[config.mk]
export PLATFORM = sky130hd
export DESIGN_NAME = imem_boot_ctrl
export DESIGN_NICKNAME = d
export VERILOG_FILES = /design/src/rtl/imem_boot_ctrl.sv
export SDC_FILE = /design/constraint.sdc
export NUM_CORES = 1
export LEC_CHECK = 0
export CORE_MARGIN = 10
export CORE_UTILIZATION = 47
export CTS_BUF_LIST = sky130_fd_sc_hd__clkbuf_8
export DETAILED_ROUTE_END_ITERATION = 10
export PLACE_DENSITY = 0.92
export SYNTH_ARGS = -nofsm -noshare
export SYNTH_HDL_FRONTEND = slang
export SYNTH_SLANG_ARGS = --single-unit
[constraint.sdc]
create_clock -name clk -period 2.52 [get_ports clk]
set_input_delay 0.378 -clock clk [delete_from_list [all_inputs] [get_ports clk]]
set_output_delay 0.378 -clock clk [all_outputs]
set_load 0.02 [all_outputs]
[src/rtl/imem_boot_ctrl.sv]
// Instruction memory front end: the CPU fetches combinationally while idle;
// a boot loader packs incoming bytes little-endian into words and writes them
// sequentially from word 0 while the CPU is stalled on NOPs.
//
// state   | meaning
// --------+-----------------------------------------------------------
// S_IDLE  | CPU owns the memory port, fetch is combinational
// S_LOAD  | collecting bytes of the current word (byte_ready high)
// S_WRITE | one-cycle write of the assembled word at the pointer
// S_DONE  | one-cycle boot_done pulse, then back to idle
module imem_boot_ctrl #(
   parameter int          ADDR_W   = 18,
   parameter int          LEN_W    = ADDR_W + 1,
   parameter logic [31:0] NOP_INST = 32'h0000_0013
) (
   input  logic              clk,
   input  logic              rst_n,
   input  logic              boot_start,
   input  logic [LEN_W-1:0]  boot_len,
   input  logic              byte_valid,
   input  logic [7:0]        byte_data,
   output logic              byte_ready,
   output logic              boot_busy,
   output logic              boot_done,
   input  logic [31:0]       cpu_PC,
   output logic [31:0]       cpu_inst,
   output logic              cpu_stall,
   output logic              cpu_misalign,
   output logic [ADDR_W-1:0] mem_addr,
   output logic [31:0]       mem_wdata,
   output logic              mem_we,
   input  logic [31:0]       mem_rdata
);

   typedef enum logic [1:0] {
      S_IDLE  = 2'd0,
      S_LOAD  = 2'd1,
      S_WRITE = 2'd2,
      S_DONE  = 2'd3
   } state_t;

   state_t              r_state;
   state_t              w_state_nxt;
   logic [ADDR_W-1:0]   r_ptr;
   logic [LEN_W-1:0]    r_len;
   logic [1:0]          r_bcnt;
   logic [23:0]         r_word;
   logic [31:0]         r_wdata;

   logic                w_start;
   logic                w_accept;
   logic                w_last;
   logic                w_unused_pc;

   // PC bits above the memory depth are deliberately dropped (address wraps)
   assign w_unused_pc = ^cpu_PC[31:ADDR_W+2];

   assign w_start  = boot_start && (boot_len != '0);
   assign w_accept = byte_valid && (r_state == S_LOAD);
   // Completion is decided against the latched length, not the pointer,
   // so a full-depth load finishes even though the pointer wraps to 0.
   assign w_last   = (LEN_W'(r_ptr) + LEN_W'(1)) == r_len;

   assign mem_wdata = r_wdata;

   // State register
   always_ff @(posedge clk or negedge rst_n) begin
      if (!rst_n) begin
         r_state <= S_IDLE;
      end else begin
         r_state <= w_state_nxt;
      end
   end

   // Next-state and output decode
   always_comb begin
      w_state_nxt  = r_state;
      byte_ready   = 1'b0;
      boot_busy    = 1'b1;
      boot_done    = 1'b0;
      mem_we       = 1'b0;
      cpu_stall    = 1'b1;
      cpu_inst     = NOP_INST;
      cpu_misalign = 1'b0;
      mem_addr     = r_ptr;
      case (r_state)
         S_IDLE: begin
            boot_busy = 1'b0;
            cpu_stall = 1'b0;
            mem_addr  = cpu_PC[ADDR_W+1:2];
            if (cpu_PC[1:0] == 2'b00) begin
               cpu_inst = mem_rdata;
            end else begin
               cpu_misalign = 1'b1;
            end
            if (w_start) begin
               w_state_nxt = S_LOAD;
            end
         end
         S_LOAD: begin
            byte_ready = 1'b1;
            if (w_accept && (r_bcnt == 2'd3)) begin
               w_state_nxt = S_WRITE;
            end
         end
         S_WRITE: begin
            mem_we      = 1'b1;
            w_state_nxt = w_last ? S_DONE : S_LOAD;
         end
         S_DONE: begin
            boot_done   = 1'b1;
            w_state_nxt = S_IDLE;
         end
         default: begin
            w_state_nxt = S_IDLE;
         end
      endcase
   end

   // Boot datapath: length latch, byte packing, write pointer
   always_ff @(posedge clk or negedge rst_n) begin
      if (!rst_n) begin
         r_ptr   <= '0;
         r_len   <= '0;
         r_bcnt  <= 2'd0;
         r_word  <= 24'd0;
         r_wdata <= 32'd0;
      end else begin
         case (r_state)
            S_IDLE: begin
               if (w_start) begin
                  r_len  <= boot_len;
                  r_ptr  <= '0;
                  r_bcnt <= 2'd0;
               end
            end
            S_LOAD: begin
               if (w_accept) begin
                  r_bcnt <= r_bcnt + 2'd1;
                  case (r_bcnt)
                     2'd0:    r_word[7:0]   <= byte_data;
                     2'd1:    r_word[15:8]  <= byte_data;
                     2'd2:    r_word[23:16] <= byte_data;
                     default: r_wdata       <= {byte_data, r_word};
                  endcase
               end
            end
            S_WRITE: begin
               r_ptr <= r_ptr + 1'b1;
            end
            default: begin
            end
         endcase
      end
   end

endmodule
# Word-level counts from Yosys, hierarchy flattened
# Cells that the tools add are included.
dict set report word_totals {
  wordCells 58
  rom_bits 0
  ff_bits 97
  in_bits 95
  latch_bits 0
  memories 0
  output_inout_bits 88
  mem_bits_rw 0
}
dict set report classes {
  bitwise_logic 1
  multipliers 0
  reduce_logical 18
  muxes 18
  add_sub_neg 3
  order_cmp 0
  n_shift 0
  div_mod_pow 0
  n_eq_ne 10
}
# op n
set op_table {}
lappend op_table {{two-way mux 32 bit} 2}
lappend op_table {{two-way mux 18 bit} 2}
lappend op_table {{case mux 18 bit (2 select lines)} 1}
lappend op_table {{adder 18 x 1 -> 19 bit (second input constant)} 1}
lappend op_table {{equality test 19 bit} 1}
lappend op_table {{nonzero test 19 bit} 1}
lappend op_table {{adder 18 x 1 -> 18 bit (second input constant)} 1}
lappend op_table {{AND reduction 3 bit} 5}
lappend op_table {{two-way mux 2 bit} 5}
lappend op_table {{equality test 2 bit (second input constant)} 4}
lappend op_table {{case mux 2 bit (4 select lines)} 1}
lappend op_table {{zero test 2 bit} 3}
lappend op_table {{two-way mux 1 bit} 6}
lappend op_table {{AND reduction 2 bit} 3}
lappend op_table {{equality test 2 x 1 -> 1 bit (second input constant)} 2}
lappend op_table {{!= test 2 bit (second input constant)} 2}
lappend op_table {{case mux 2 bit (2 select lines)} 1}
lappend op_table {{nonzero test 2 bit} 2}
lappend op_table {{logical AND 1 bit} 3}
lappend op_table {{OR reduction 3 bit} 1}
lappend op_table {{adder 2 x 1 -> 2 bit (second input constant)} 1}
lappend op_table {{!= test 2 x 1 -> 1 bit (second input constant)} 1}
lappend op_table {{NOT 1 bit} 1}

# Logic depth before layout (Yosys ltp)
# Gate-level depths: netlist of the first run.
dict set report depth {
  word_depth 5
  depth_mapped 9
  mapped_depth_nobuf 7
}

# Worst setup path before layout of the first run
# No wires, ideal clock.
dict set report synth_timing {
  path_kind {register to register}
  startpoint {register r_ptr[0]}
  endpoint {register r_state[1]}
  t_required_ps 2399
  path_buffers 1
  stages_incl_launch_ff 9
  path_slack_ps 640
  setup_time_ps 121
  period_less_slack_ps 1880
  arrival_ps 1759
  cell_sequence {dfrtp_1 -> ha_1 -> buf_2 -> nand3_1 -> or4_1 -> o211ai_1 -> nor4_2 -> nand4_1 -> o21ai_1}
}
dict set report synth_between {
  elab_chain_len 4
}
# item line
set synth_lines {}
lappend synth_lines {{from (decl)} 44} ;# logic [ADDR_W-1:0] r_ptr;
lappend synth_lines {{from (signal assigned)} 149} ;# r_ptr <= r_ptr + 1'b1;
lappend synth_lines {{adder 18 x 1 -> 19 bit} 62} ;# assign w_last = (LEN_W'(r_ptr) + LEN_W'(1)) == r_len;
lappend synth_lines {{equality test 19 bit} 62}
lappend synth_lines {{two-way mux 2 bit} 108} ;# w_state_nxt = w_last ? S_DONE : S_LOAD;
lappend synth_lines {{case mux 2 bit (4 select lines)} 86} ;# case (r_state)
lappend synth_lines {{to (signal assigned)} 71} ;# r_state <= w_state_nxt;
lappend synth_lines {{to (decl)} 42} ;# state_t r_state;
# No other way between the ends.
# A chain may end at the register's enable or synchronous reset.

# Worst setup path in the final report of the first run
dict set report layout_timing {
  startpoint {input cpu_PC[1]}
  endpoint {output cpu_inst[25]}
}
dict set report layout_between {
  elab_chain_len 3
}
# item line
set layout_lines {}
lappend layout_lines {{from (decl)} 25} ;# input logic [31:0] cpu_PC,
lappend layout_lines {{zero test 2 bit} 91} ;# if (cpu_PC[1:0] == 2'b00) begin
lappend layout_lines {{two-way mux 32 bit} 91}
lappend layout_lines {{two-way mux 32 bit} 86}
lappend layout_lines {{to (decl)} 26} ;# output logic [31:0] cpu_inst,
# No other way between the ends.

==> results of run 1 <==
==> cells in the final DEF, fill, tap and decap left out, drive strengths merged, types with 13 or more instances in the layout <==
cell | netlist | final
and3 | 32 | 32
buf | 18 | 21
o21ai | 30 | 30
nor2 | 17 | 17
inv | 10 | 13
mux2 | 89 | 89
nand2 | 29 | 29
dlymetal6s2s | 0 | 16
dfrtp | 97 | 97
clkdlybuf4s50 | 0 | 153
xnor2 | 14 | 14
==> flip-flops by register name, summed over array words and instances (netlist names) <==
| name | flops |
|---|---|
| mem_wdata | 32 |
| r_bcnt | 2 |
| r_len | 19 |
| r_ptr | 18 |
| r_state | 2 |
| r_word | 24 |
==> repair_timing <==
action / CTS / global route
buffers inserted: 4 / 0
hold endpoints to repair: 0 / 0
setup endpoints to repair: 47 / 17
resized for setup: 1 / 17
pin swaps: 1 / 0
==> layout make-up <==
cell class / instances / area, sq um / share of cell area
well taps: 136 / 170 / 0.0235
repair buffers: 190 / 1930 / 0.266
diodes: 1 / 2.50 / 0.000346
inverters: 10 / 37.5 / 0.00519
clock buffers: 9 / 124 / 0.0171
clock inverters: 6 / 73.8 / 0.0102
multi-input cells: 317 / 2470 / 0.342
flip-flops and latches: 97 / 2430 / 0.336
==> how the worst max path moves through the flow <==
stage,cells after the start,slack (ns),to,start
2_1_floorplan,8,0.64,r_state[1],r_ptr[0]
3_3_place_gp,8,0.11,r_len[17],boot_len[11]
3_5_place_dp,5,0.06,cpu_inst[1],r_state[1]
4_1_cts,5,0.02,mem_addr[14],r_state[0]
5_1_grt,6,0.002,mem_addr[15],r_state[0]
6_report,5,0.09,cpu_inst[25],cpu_PC[1]
==> power breakdown <==
part	leakage [nW]	switching (mW)	internal (mW)	total (mW)
Sequential	1.22	0.411	2.17	2.58
Combinational	2.00	1.63	1.77	3.40
Clock	0.0943	0.566	0.468	1.03
Total	3.32	2.61	4.40	7.01
==> stage by stage <==
step                instances  setup WS [ns]  total power [mW]
finish                    766         0.0880              7.01
global route              766        0.00188              7.42
CTS                       765         0.0175              7.08
detailed placement        746         0.0555              5.96
global placement          746          0.112              5.79
floorplan                 458          0.640              4.42
==> logic make-up (layout without fill, tap and decap cells) <==
family,Yosys count,in the layout,synth area share
compound gates,69,69,0.0841
xor+xnor,23,23,0.0396
fa+ha+maj,6,6,0.0148
buf+inv,44,215,0.0399
flops,97,97,0.477
mux,89,89,0.197
other cells,0,1,0
simple gates,130,130,0.147
==> critical path, cell delays in order <==
cell	delay [ns]
clkdlybuf4s50_1	0.46
nor2_1	0.17
buf_4	0.22
and3_1	0.21
clkdlybuf4s50_1	0.61
==> per-layer routing <==
metal	wire length, microns	global-route usage	share of wire	vias up
met1	5990	0.220	0.39	2095
met5	0	0	0	-
met3	1350	0.0462	0.089	17
met2	7710	0.335	0.51	178
met4	217	0.0662	0.014	0
li1	-	-	-	1976
==> synth_stat cells, types with 2 or more instances <==
library cell,n,area share
xor2_1,9,0.015
o31ai_1,6,0.0089
nor4_1,4,0.0049
xnor2_1,14,0.024
a31oi_1,8,0.0098
o41ai_1,3,0.0052
nand2_1,28,0.021
buf_4,6,0.0089
o21ai_1,3,0.0030
nand3_1,12,0.012
dfrtp_1,97,0.48
clkbuf_1,16,0.012
inv_1,10,0.0074
o21ai_0,27,0.027
and2_1,2,0.0025
ha_1,6,0.015
nor3_1,4,0.0039
a21oi_1,7,0.0069
and4_1,3,0.0052
and3_1,32,0.039
buf_2,12,0.012
nor4_2,3,0.0074
mux2_2,49,0.11
nor2_1,16,0.012
o22ai_1,5,0.0062
mux2_1,40,0.089
nand4_1,10,0.012
nand2b_1,4,0.0049
==> run_results.csv, run 1 <==
group,metric,value,unit
status,outcome,"completed",
critical_path,r2r_slack,0.22,ns
final_layout,post-route-util,0.695,
synth,synthArstFlopShare,1.00,
cts,holdBufCountCts,0,
synth,synth.distinct_cells,50,
timing,fin_crit,2.43,ns
synth,avgSynthCellArea,11.1,sq um
critical_path,reg2reg_from,"r_ptr[0]",
synth,synthesis.area,0.00509,sq mm
routing,drc,0,
routing,wire_per_inst,19.9,microns
cts,clockBufferDepth,2,
synth,ys_seq_area_frac,0.477,
timing,setup_viol,0,
timing,max_clock_freq,0.411,GHz
critical_path,end_kind,"primary output",
routing,ant_nets,0,
synth,synth_ff_type,"dfrtp_1",
global_routing,overflow,0,
placed_design,hpwl,11800,microns
timing,maxSlewHeadroom,0.576,
placed_design,portBuffers,170,
floorplan,ios,183,
critical_path,start_kind,"primary input",
timing,slew_violations,0,
power,ir_drop,0.000673,V
floorplan,die_h,124,microns
timing,worst_slew_pin_slew,0.636,ns
timing,setup-tns-final,0,ns
critical_path,worstPathArrival,2.05,ns
synth,synthCells,458,
floorplan,floorplan.initialDensity,0.488,
job,cap_violations,0,
critical_path,cp.required,2.14,ns
synth,ys_seq_elements,97,
final_layout,final_area,0.00723,sq mm
final_layout,drive_gt1_frac,0.153,
cts,htreeDepth,3,
global_routing,grtUsageTotal,0.190,
power,p_per_area,970,mW/mm^2
cts,cts_root_buf,"clkbuf_8",
final_layout,syn2layout_area_growth,42.2,%
routing,post_drt_via_cell_ratio,5.57,
timing,rsz0062_at_grt,"no",
timing,finalCritPeriodShare,0.965,
critical_path,worst-path-max-fanout,20,
synth,synth_edf_count,0,
cts,cts_tree,"built",
timing,hold-worst-slack,0.0440,ns
final_layout,fill_cells,706,
synth,synthesis.nets,559,
critical_path,reg2reg_depth,7,
critical_path,path_class,"primary input to primary output",
critical_path,r2r_end,"r_state[1]",
floorplan,dieArea,0.0154,sq mm
worst_hold_path,hold_class,"primary input to async pin",
timing,final_hold_viol_count,0,
floorplan,fp.dieW,124,microns
placed_design,gp_congestion,0.948,
routing,vias,4266,
cts,clk_latency,0.35,ns
cts,cts_sinks,97,
routing,drt_iter0_markers,265,
power,p_leak,3.32,nW
routing,routed_wl,15300,microns
timing,skew,0.0204,ns
placed_design,place_area,0.00694,sq mm
global_routing,grt_max_degree,51,
final_layout,layout.nets,726,
global_routing,grt_pass1_wl,23200,microns
floorplan,core_area,0.0104,sq mm
floorplan,num_rows,37,
routing,first_pass_iters,4,
synth,synth-warning-count,0,
cts,clk_pin_slew,0.11,ns
global_routing,antenna_found_initial,1,
cts,numCtsBuffers,9,
global_routing,grt_pass1_vias,4356,
Note: power is estimated with default switching activity, not from simulation.
==> inputs of run 2 (changes only) <==
--- a/config.mk
+++ b/config.mk
@@ -6,10 +6,9 @@
 export NUM_CORES = 1
 export LEC_CHECK = 0
 export CORE_MARGIN = 10
-export CORE_UTILIZATION = 47
-export CTS_BUF_LIST = sky130_fd_sc_hd__clkbuf_8
+export CORE_UTILIZATION = 45
 export DETAILED_ROUTE_END_ITERATION = 10
-export PLACE_DENSITY = 0.92
+export PLACE_DENSITY = 0.88
 export SYNTH_ARGS = -nofsm -noshare
 export SYNTH_HDL_FRONTEND = slang
 export SYNTH_SLANG_ARGS = --single-unit
==> run 2 against run 1 <==
Die area is 3.7% higher. Total power is 4.2% higher. Non-clock buffer count is 8 lower. Sequential share of layout area is 0.081 points lower. Critical path type is now flip-flop to primary output. Largest power group unchanged. Highest routed layer unchanged.
==> run_results.csv, run 2 (synthesis gave the netlist of run 1 again) <==
group,metric,value,unit
floorplan,floorplan.initialDensity,0.465,
floorplan,core_area,0.0109,sq mm
timing,maxSlewHeadroom,0.659,
job,cap_violations,0,
global_routing,grt_pass1_wl,24300,microns
cts,numCtsBuffers,9,
critical_path,cp.required,2.14,ns
timing,worst_slew_pin_slew,0.512,ns
critical_path,cp_slowest_stage_delay,0.56,ns
placed_design,preCtsSetupSlack,0.155,ns
routing,drt_iter0_markers,345,
critical_path,worst-path-max-fanout,35,
cts,clockBufferDepth,2,
timing,rsz0062_at_grt,"no",
cts,clk_latency,0.34,ns
critical_path,end_kind,"primary output",
routing,post_drt_via_cell_ratio,5.61,
final_layout,syn2layout_area_growth,42.6,%
final_layout,antenna_cells,0,
routing,ant_nets,0,
timing,setup-tns-final,0,ns
floorplan,dieArea,0.0160,sq mm
power,p_per_area,1010,mW/mm^2
routing,drc,0,
routing,wire_per_inst,20.2,microns
placed_design,hpwl,11900,microns
floorplan,fp.dieW,126,microns
routing,routed_wl,15400,microns
cts,clk_pin_slew,0.06,ns
timing,final_hold_viol_count,0,
global_routing,grt_pass1_vias,4304,
placed_design,portBuffers,170,
final_layout,final_cell_mix,"clkdlybuf4s50_1 (169), dfrtp_1 (97), mux2_2 (49)",
critical_path,crit_chain,"nor2_4 > buf_12 > mux2_2 > clkdlybuf4s50_1",
global_routing,grt_max_degree,98,
global_routing,overflow,0,
cts,cts_resized,1,
global_routing,grtUsageTotal,0.188,
critical_path,start_kind,"flip-flop",
timing,skew,0.0108,ns
cts,post_cts_buffers,0,
timing,finalCritPeriodShare,0.970,
timing,setup_viol,0,
final_layout,layout.nets,718,
worst_hold_path,hold_class,"primary input to async pin",
final_layout,drive_gt1_frac,0.143,
timing,slew_violations,0,
cts,cts_sinks,97,
timing,setup_slack,0.0764,ns
cts,htreeDepth,3,
cts,cts_root_buf,"clkbuf_16",
critical_path,critPathSlowestCell,"clkdlybuf4s50_1",
power,ir_drop,0.000739,V
final_layout,largest_reg_flops,32,
timing,max_clock_freq,0.409,GHz
floorplan,ios,183,
final_layout,fill_cells,801,
routing,first_pass_iters,5,
final_layout,final_common_cell,"clkdlybuf4s50_1",
status,outcome,"completed",
timing,fin_crit,2.44,ns
cts,cts_tree,"built",
global_routing,antenna_found_initial,0,
cts,holdBufCountCts,0,
routing,vias,4271,
critical_path,worstPathArrival,2.07,ns
floorplan,die_h,126,microns
floorplan,num_rows,38,
critical_path,path_class,"flip-flop to primary output",
power,p_leak,3.12,nW
placed_design,gp_congestion,0.891,
## run 2: cell count changes in the layout (fill, tap and decap cells not counted), sizes merged
| cell | before | now |
|---|---|---|
| clkdlybuf4s50 | 153 | 169 |
| dlymetal6s2s | 16 | 0 |
| buf | 21 | 13 |
| clkbuf | 9 | 10 |
| diode | 1 | 0 |
| inv | 13 | 12 |
## run 2: final timing paths
check	from	endpoint	slack, ns	cells past startpoint
worst max-delay path	r_state[1]	mem_addr[10]	0.08	4
worst min-delay path	rst_n	r_len[5]	0.08	2
worst max register to register	r_ptr[3]	r_state[1]	0.29	6
worst min register to register	r_word[0]	mem_wdata[0]	0.48	1
max in group asynchronous	rst_n	r_word[21]	2.04	2
min in group clk	r_word[0]	mem_wdata[0]	0.48	1
## run 2: worst max-delay path: cells and delay by family, from the launching register on
kind | cells | cell delay (ns)
buf+inv | 2 | 0.75
flops | 1 | 0.43
mux | 1 | 0.36
simple gates | 1 | 0.17
## run 2: layer usage
metal | vias to the layer above | track usage | wire, microns
met3 | 17 | 0.0600 | 1260
met4 | 0 | 0.0563 | 284
met2 | 199 | 0.325 | 7700
li1 | 1974 | - | -
met5 | - | 0 | 0
met1 | 2081 | 0.217 | 6150
## run 2: layout make-up
| class | instances | area, sq um | share of cell area |
|---|---|---|---|
| Clock buffer | 10 | 239 | 0.0330 |
| Clock inverter | 5 | 62.6 | 0.00863 |
| Inverter | 10 | 37.5 | 0.00518 |
| Multi-Input combinational cell | 317 | 2470 | 0.341 |
| Sequential cell | 97 | 2430 | 0.335 |
| Tap cell | 140 | 175 | 0.0242 |
| Timing Repair Buffer | 182 | 1840 | 0.254 |
## run 2: power by group
part	internal (mW)	total, mW	switching, mW	leakage [nW]
sequential	2.17	2.58	0.410	1.22
combinational	1.71	3.35	1.64	1.75
clock	0.797	1.37	0.577	0.142
total	4.69	7.31	2.62	3.12
## run 2: metrics by stage
stage               power, mW  hold WS, ns  cell area [sq um]  utilization  cells
finish                   7.31       0.0796               7250        0.663    761
global route             7.72        0.122               7250        0.663    761
CTS                      7.39        0.110               7250        0.663    761
detailed placement       5.98        0.472               6940        0.635    746
global placement         5.79        0.460               6940        0.635    746
floorplan                4.42       0.0824               5090            -    458
==> inputs of run 3 (changes only) <==
--- a/config.mk
+++ b/config.mk
@@ -9,6 +9,7 @@
 export CORE_UTILIZATION = 45
 export DETAILED_ROUTE_END_ITERATION = 10
 export PLACE_DENSITY = 0.88
+export REMOVE_ABC_BUFFERS = 1
 export SYNTH_ARGS = -nofsm -noshare
 export SYNTH_HDL_FRONTEND = slang
 export SYNTH_SLANG_ARGS = --single-unit
==> run 3 against run 2 <==
Count of clock-buffer cells in the layout shrank 1. Wire length shrank 3.7%. Fmax grew 1.7%. Sequential share of layout area is essentially flat. Non-clock buffer count is the same. First-iteration DRC count shrank 42%. Critical endpoint is now mem_addr[2]. Total power shrank 1.4%. Utilization grew 0.069 points. Cell area grew 0.10%. Worst hold slack gained 0.40 ns. Global-route usage shrank 0.55 points. Clock power shrank 4%.
==> run_results.csv, run 3 (synthesis gave the netlist of run 1 again) <==
group,metric,value,unit
status,outcome,"completed",
placed_design,place_area,0.00693,sq mm
critical_path,path_class,"flip-flop to primary output",
critical_path,worstPathArrival,2.02,ns
cts,clk_pin_slew,0.07,ns
timing,final_hold_viol_count,0,
timing,skew,0.00782,ns
cts,htreeDepth,3,
final_layout,final_cell_mix,"clkdlybuf4s50_1 (158), dfrtp_1 (97), mux2_2 (49)",
cts,clk_latency,0.34,ns
floorplan,ios,183,
cts,cts_root_buf,"clkbuf_16",
cts,numCtsBuffers,9,
floorplan,fp.dieW,126,microns
timing,slew_violations,0,
floorplan,num_rows,38,
timing,hold-worst-slack,0.483,ns
job,cap_violations,0,
timing,rsz0062_at_grt,"no",
floorplan,floorplan.initialDensity,0.465,
final_layout,layout.nets,718,
timing,setup_slack,0.118,ns
placed_design,gp_congestion,0.884,
final_layout,drive_gt1_frac,0.141,
routing,drc,0,
final_layout,final_common_cell,"clkdlybuf4s50_1",
timing,maxSlewHeadroom,0.658,
routing,post_drt_via_cell_ratio,5.57,
routing,wire_per_inst,19.5,microns
placed_design,preCtsSetupSlack,0.156,ns
cts,cts_tree,"built",
critical_path,worst-path-max-fanout,5,
worst_hold_path,hold_class,"flip-flop to flip-flop",
floorplan,dieArea,0.0160,sq mm
power,ir_drop,0.000617,V
cts,cts_sinks,97,
global_routing,grt_pass1_wl,23900,microns
final_layout,largest_reg_flops,32,
final_layout,antenna_cells,0,
routing,first_pass_iters,5,
power,p_per_area,993,mW/mm^2
timing,fin_crit,2.40,ns
placed_design,portBuffers,170,
timing,worst_slew_pin_slew,0.513,ns
routing,drt_iter0_markers,201,
global_routing,antenna_found_initial,0,
global_routing,overflow,0,
placed_design,hpwl,11400,microns
routing,vias,4246,
timing,finalCritPeriodShare,0.953,
routing,routed_wl,14800,microns
floorplan,die_h,126,microns
global_routing,grtUsageTotal,0.182,
critical_path,cp.required,2.14,ns
final_layout,syn2layout_area_growth,42.7,%
critical_path,start_kind,"flip-flop",
power,p_leak,3.28,nW
timing,max_clock_freq,0.416,GHz
final_layout,final_area,0.00726,sq mm
routing,ant_nets,0,
floorplan,core_area,0.0109,sq mm
timing,setup_viol,0,
global_routing,grt_max_degree,63,
critical_path,end_kind,"primary output",
global_routing,grt_pass1_vias,4346,
cts,clockBufferDepth,2,
run 3: what timing repair did:
| action | in CTS | in global routing |
|---|---|---|
| hold buffers | 1 | 0 |
| endpoints found under the hold margin | 4 | 0 |
| pin swaps | 1 | 0 |
| resized for setup | 0 | 12 |
| setup buffers | 1 | 0 |
| endpoints found under the setup margin | 15 | 14 |
run 3: through the flow:
step / total power [mW] / utilization / setup TNS [ns] / instances
after global routing: 7.63 / 0.664 / 0 / 762
after detailed placement: 5.92 / 0.633 / 0 / 744
after CTS: 7.28 / 0.661 / 0 / 762
after global placement: 5.76 / 0.633 / 0 / 744
final: 7.21 / 0.664 / 0 / 762
after floorplan: 4.35 / - / -8.29 / 424
run 3: worst paths after layout:
| check | to | from | cells after the start | slack [ns] |
|---|---|---|---|---|
| max in group asynchronous | mem_wdata[21] | rst_n | 3 | 1.31 |
| min in group asynchronous | r_ptr[6] | rst_n | 2 | 0.53 |
| max | mem_addr[2] | r_state[0] | 4 | 0.12 |
| min reg2reg | mem_wdata[11] | r_word[11] | 1 | 0.48 |
| max reg2reg | r_state[1] | r_ptr[0] | 7 | 0.27 |
| min | mem_wdata[11] | r_word[11] | 1 | 0.48 |
run 3: final cells by class:
cell class	instances	area [sq um]
Fill cell	832	3680
Clock buffer	9	225
Sequential cell	97	2430
Multi-Input combinational cell	317	2470
Clock inverter	7	58.8
Inverter	10	37.5
Tap cell	140	175
Timing Repair Buffer	182	1870
run 3: where the power goes:
part / switching, mW / total (mW) / internal [mW] / leakage, nW
Combinational: 1.62 / 3.32 / 1.70 / 1.92
Clock: 0.629 / 1.32 / 0.687 / 0.139
Sequential: 0.406 / 2.58 / 2.17 / 1.22
Total: 2.65 / 7.21 / 4.56 / 3.28
run 3: per-layer routing:
metal  share of wire  global-route usage  wire, microns
met1            0.40               0.219           6000
met2            0.52               0.320           7740
met3           0.058              0.0362            861
met4           0.016              0.0569            240
met5               0                   0              0
run 3: worst max-delay path, stage by stage (launching register included):
cell	delay, ns
dfrtp_1	0.45
nor2_4	0.18
buf_4	0.18
mux2_2	0.33
clkdlybuf4s50_1	0.54
